`config.mk`:
```
export PLATFORM = sky130hd
export DESIGN_NAME = lc3_bus_arbiter
export DESIGN_NICKNAME = d
export VERILOG_FILES = /design/src/rtl/lc3_bus_arbiter.sv
export SDC_FILE = /design/constraint.sdc
export NUM_CORES = 1
export LEC_CHECK = 0
export BUFFER_PORTS_ARGS = -buffer_cell sky130_fd_sc_hd__buf_2
export CORE_MARGIN = 8
export CORE_UTILIZATION = 35
export DETAILED_ROUTE_END_ITERATION = 16
export PLACE_DENSITY = 0.83
export SETUP_SLACK_MARGIN = 0.15
export SYNTH_ARGS = -nofsm -noshare
export SYNTH_HDL_FRONTEND = slang
export SYNTH_SLANG_ARGS = --single-unit
```
`constraint.sdc`:
```
create_clock -name Clk -period 2.08 [get_ports Clk]
set_input_delay 0.416 -clock Clk [delete_from_list [all_inputs] [get_ports Clk]]
set_output_delay 0.416 -clock Clk [all_outputs]
set_load 0.02 [all_outputs]
```
`src/rtl/lc3_bus_arbiter.sv`:
```
// LC-3 shared-bus arbiter: four gate sources, one-hot registered grant, lockable bursts.
// Define LC3_BUS_ARB_ROUND_ROBIN_EN for round-robin selection; otherwise fixed priority (source 0 first).
module lc3_bus_arbiter #(
    parameter int WIDTH    = 16,
    parameter int MAX_HOLD = 4
) (
    input  logic               Clk,
    input  logic               Reset,
    input  logic [3:0]         Req,
    input  logic [3:0]         Lock,
    input  logic [3:0]         SetCC,
    input  logic [4*WIDTH-1:0] Data_In,
    output logic [3:0]         Grant,
    output logic [WIDTH-1:0]   Bus_Out,
    output logic               Bus_Valid,
    output logic               Load_NZP_Logic
);

    typedef enum logic {
        S_IDLE,
        S_OWN
    } state_t;

    localparam logic [3:0] HOLD_MAX = 4'(MAX_HOLD);

    state_t     r_state;
    logic [3:0] r_grant;
    logic [1:0] r_last;
    logic [3:0] r_hold;
    logic       r_cc;

    state_t     w_state_nxt;
    logic [3:0] w_grant_nxt;
    logic [1:0] w_last_nxt;
    logic [3:0] w_hold_nxt;
    logic       w_cc_nxt;

    logic       w_own;
    logic       w_want;
    logic       w_keep;
    logic       w_forced;
    logic [3:0] w_cand;
    logic       w_found;
    logic [1:0] w_win;
    logic [WIDTH-1:0] w_bus;

    // While owning, r_last always names the current owner.
    assign w_own    = (r_state == S_OWN);
    assign w_want   = w_own && Req[r_last] && Lock[r_last];
    assign w_keep   = w_want && (r_hold < HOLD_MAX);
    assign w_forced = w_want && (r_hold >= HOLD_MAX);
    assign w_cand   = Req & ~(w_forced ? r_grant : 4'b0000);

    always_comb begin
        logic [1:0] idx;
        w_found = 1'b0;
        w_win   = 2'd0;
        idx     = 2'd0;
        for (int k = 0; k < 4; k++) begin
`ifdef LC3_BUS_ARB_ROUND_ROBIN_EN
            idx = r_last + 2'(k + 1);
`else
            idx = 2'(k);
`endif
            if (!w_found && w_cand[idx]) begin
                w_found = 1'b1;
                w_win   = idx;
            end
        end
    end

    always_comb begin
        w_state_nxt = S_IDLE;
        w_grant_nxt = 4'b0000;
        w_last_nxt  = r_last;
        w_hold_nxt  = 4'd0;
        w_cc_nxt    = 1'b0;
        case (r_state)
            S_IDLE, S_OWN: begin
                if (w_keep) begin
                    w_state_nxt = S_OWN;
                    w_grant_nxt = r_grant;
                    w_hold_nxt  = r_hold + 4'd1;
                    w_cc_nxt    = r_cc;
                end else if (w_found) begin
                    w_state_nxt = S_OWN;
                    w_grant_nxt = 4'b0001 << w_win;
                    w_last_nxt  = w_win;
                    w_hold_nxt  = 4'd1;
                    w_cc_nxt    = SetCC[w_win];
                end
            end
            default: ;
        endcase
    end

    always_ff @(posedge Clk) begin
        if (Reset) begin
            r_state <= S_IDLE;
            r_grant <= 4'b0000;
            r_last  <= 2'd3;
            r_hold  <= 4'd0;
            r_cc    <= 1'b0;
        end else begin
            r_state <= w_state_nxt;
            r_grant <= w_grant_nxt;
            r_last  <= w_last_nxt;
            r_hold  <= w_hold_nxt;
            r_cc    <= w_cc_nxt;
        end
    end

    always_comb begin
        w_bus = '0;
        for (int i = 0; i < 4; i++) begin
            w_bus = w_bus | (Data_In[i*WIDTH +: WIDTH] & {WIDTH{r_grant[i]}});
        end
    end

    assign Grant          = r_grant;
    assign Bus_Out        = w_bus;
    assign Bus_Valid      = w_own;
    assign Load_NZP_Logic = r_cc & w_own;

endmodule

```
==> flow_metrics.py <==
metrics = {
    "outcome": {
        "status": "complete, no violations",
    },
    "yosys": {
        "avgSynthCellArea_um2": 7.547,
        "ys_seq_area_share_pct": 25.07,
        "yosysWarningCount": 0,
        "synth_seq_cells": 12,
        "syn_area_um2": 958.4,
        "syn_inst": 127,
        "syn_nets": 206,
        "synth_cell_types": 36,
    },
    "critical_path": {
        "critPathCaptureType": "flop",
        "critical_path.max_fanout": 10,
        "reg2reg_depth": 6,
        "start_kind": "flop",
        "worstPathArrival_ps": 1940,
        "worstSetupPathType": "flop to flop",
        "worstPathRequired_ps": 2250,
    },
    "cts": {
        "cts_sinks": 12,
        "clock_path_buffers": 2,
        "cts-buffers-inserted": 3,
        "postCtsSetupBuffers": 0,
        "clk_latency_ps": 270,
        "ctsRootBufferMaster": "clkbuf_4",
        "postCtsResizedCells": 0,
        "hold_buffers": 0,
        "cts_tree": "built",
        "htree_num_levels": 1,
        "path_clk_slew_ps": 70,
    },
    "power": {
        "peakVddDrop_mv": 0.3792,
        "p_per_area_nw_per_um2": 470.3,
        "cellLeakagePower_nw": 0.8147,
    },
    "timing": {
        "fin_skew_ps": 0.6054,
        "setup_viol": 0,
        "max_freq_mhz": 564.0,
        "period_minus_slack_ps": 1773,
        "tns_ps": 0,
        "fin_crit_sh_pct": 85.25,
        "hold_ws_ps": 445.2,
        "hold_violations": 0,
        "drv_slew": 0,
        "rsz0062_at_grt": "false",
    },
    "final_layout": {
        "final_area_um2": 1528,
        "drive_above_1_share_pct": 52.44,
        "nets": 305,
        "syn2layout_area_growth_pct": 59.40,
        "layout_common_cells": "buf_2, a22oi_1, nand2_1",
        "antenna_cells": 0,
        "layout_commonest_cell": "buf_2",
    },
    "route": {
        "drc": 0,
        "vias_per_cell": 5.379,
        "drt_iter0_drc": 96,
        "dr.pass1.iters": 4,
        "vias": 1377,
        "ant_nets": 0,
        "post_drt_wl_per_cell_um": 15.55,
        "routed_wl_um": 3982,
    },
    "placement": {
        "dp_hpwl_um": 3296,
        "placed_area_um2": 1491,
        "numPortBuffers": 99,
        "gp_congestion": 0.7934,
    },
    "global_route": {
        "overflow": 0,
        "grt_max_degree": 20,
        "grt_pass1_wl_um": 5595,
        "grt_usage_pct": 14.99,
        "grt_antenna_before_repair": 0,
        "grt_pass1_vias": 1217,
    },
    "die": {
        "io_pins": 100,
        "dieArea_um2": 4669,
        "chipHeight_um": 68.33,
        "num_rows": 19,
        "die_width_um": 68.33,
        "core-area_um2": 2686,
        "initial_core_util_pct": 35.68,
    },
    "min_path": {
        "hp-class": "primary input to flop",
        "hold_depth": 2,
    },
    "job": {
        "maxCapViolCount": 0,
    },
}
## state kept, by name, indices dropped and copies added (netlist names)
name       cells
Grant          4
r_hold         4
r_last         2
Bus_Valid      1
r_cc           1
## kinds of logic after synthesis
logic type | Yosys count | synth area share [%]
other | 1 | 0.3913
flip-flops | 12 | 25.07
AND/OR/NAND/NOR | 42 | 21.15
AO/OA/AOI/OAI | 58 | 46.35
adder cells (fa/ha/maj) | 1 | 1.305
buffers and inverters | 12 | 4.829
XOR/XNOR | 1 | 0.9140
## cells in the mapped netlist, drive strengths merged
| library cell | n | share of area [%] |
|---|---|---|
| a22oi | 32 | 25 |
| nand2 | 25 | 9.8 |
| dfxtp | 12 | 25 |
| clkbuf | 8 | 3.1 |
| o21ai | 7 | 4.0 |
| a21oi | 5 | 3.0 |
| nor2 | 5 | 2.7 |
| o31a | 4 | 3.9 |
| a21boi | 2 | 1.6 |
| a21o | 2 | 1.6 |
| and2 | 2 | 1.3 |
| buf | 2 | 0.91 |
| inv | 2 | 0.78 |
| nand3 | 2 | 1.0 |
| nor3b | 2 | 1.6 |
| a211o | 1 | 1.0 |
| conb | 1 | 0.39 |
| ha | 1 | 1.3 |
| nand3b | 1 | 0.78 |
| nand4 | 1 | 0.65 |
| nor2b | 1 | 0.65 |
| nor3 | 1 | 0.52 |
| nor4 | 1 | 1.3 |
| o211a | 1 | 1.0 |
| o211ai | 1 | 0.78 |
| o21a | 1 | 0.78 |
| o21bai | 1 | 0.78 |
| o311ai | 1 | 2.7 |
| or4 | 1 | 0.78 |
| xnor2 | 1 | 0.91 |
## routing by layer
| layer | routed length [um] | part of all wire [%] | GRT usage (%) | vias up |
|---|---|---|---|---|
| met5 | 0 | 0 | 0 | - |
| met4 | 10 | 0.25 | 3.069 | 0 |
| met1 | 1408 | 35 | 17.28 | 635 |
| met3 | 529 | 13 | 5.074 | 2 |
| li1 | - | - | - | 680 |
| met2 | 2033 | 51 | 26.26 | 60 |
## worst max-delay path, stage by stage (launching register included)
cell	delay [ps]
dfxtp_1	440
a211o_2	170
o311ai_4	140
or4_1	600
o21ai_2	110
nand2_1	60
a21o_1	160
## through the flow
stage / setup slack, ps / util (%) / std cells / power, W
floorplan: 362.4 / - / 127 / 0.0004102
global route: 216.4 / 56.87 / 256 / 0.0007637
finish: 306.8 / 56.87 / 256 / 0.0007185
detailed placement: 161.0 / 55.52 / 252 / 0.0005422
CTS: 306.9 / 56.87 / 256 / 0.0007234
global placement: 174.8 / 55.52 / 252 / 0.0005355
## worst paths after layout
path | to | slack [ps] | start
worst max-delay path | r_last[0] | 310 | r_last[1]
worst min-delay path | Grant[2] | 450 | Reset
worst max register to register | r_last[0] | 310 | r_last[1]
worst min register to register | r_hold[0] | 450 | r_hold[0]
## area by class of cell
| cell class | count | area, um2 |
|---|---|---|
| Fill cell | 283 | 1159 |
| Multi-Input combinational cell | 103 | 671.9 |
| Timing Repair Buffer | 104 | 533.0 |
| Sequential cell | 12 | 240.2 |
| Tap cell | 31 | 38.79 |
| Clock buffer | 4 | 36.28 |
| Inverter | 2 | 7.507 |
## report_power, final
group / internal, W / leakage, nW / switching (W)
clock: 0.000106 / 0.0210 / 0.0000753
sequential: 0.000243 / 0.0993 / 0.0000170
combinational: 0.000128 / 0.694 / 0.000149
Note: power is estimated with default switching activity, not from simulation.
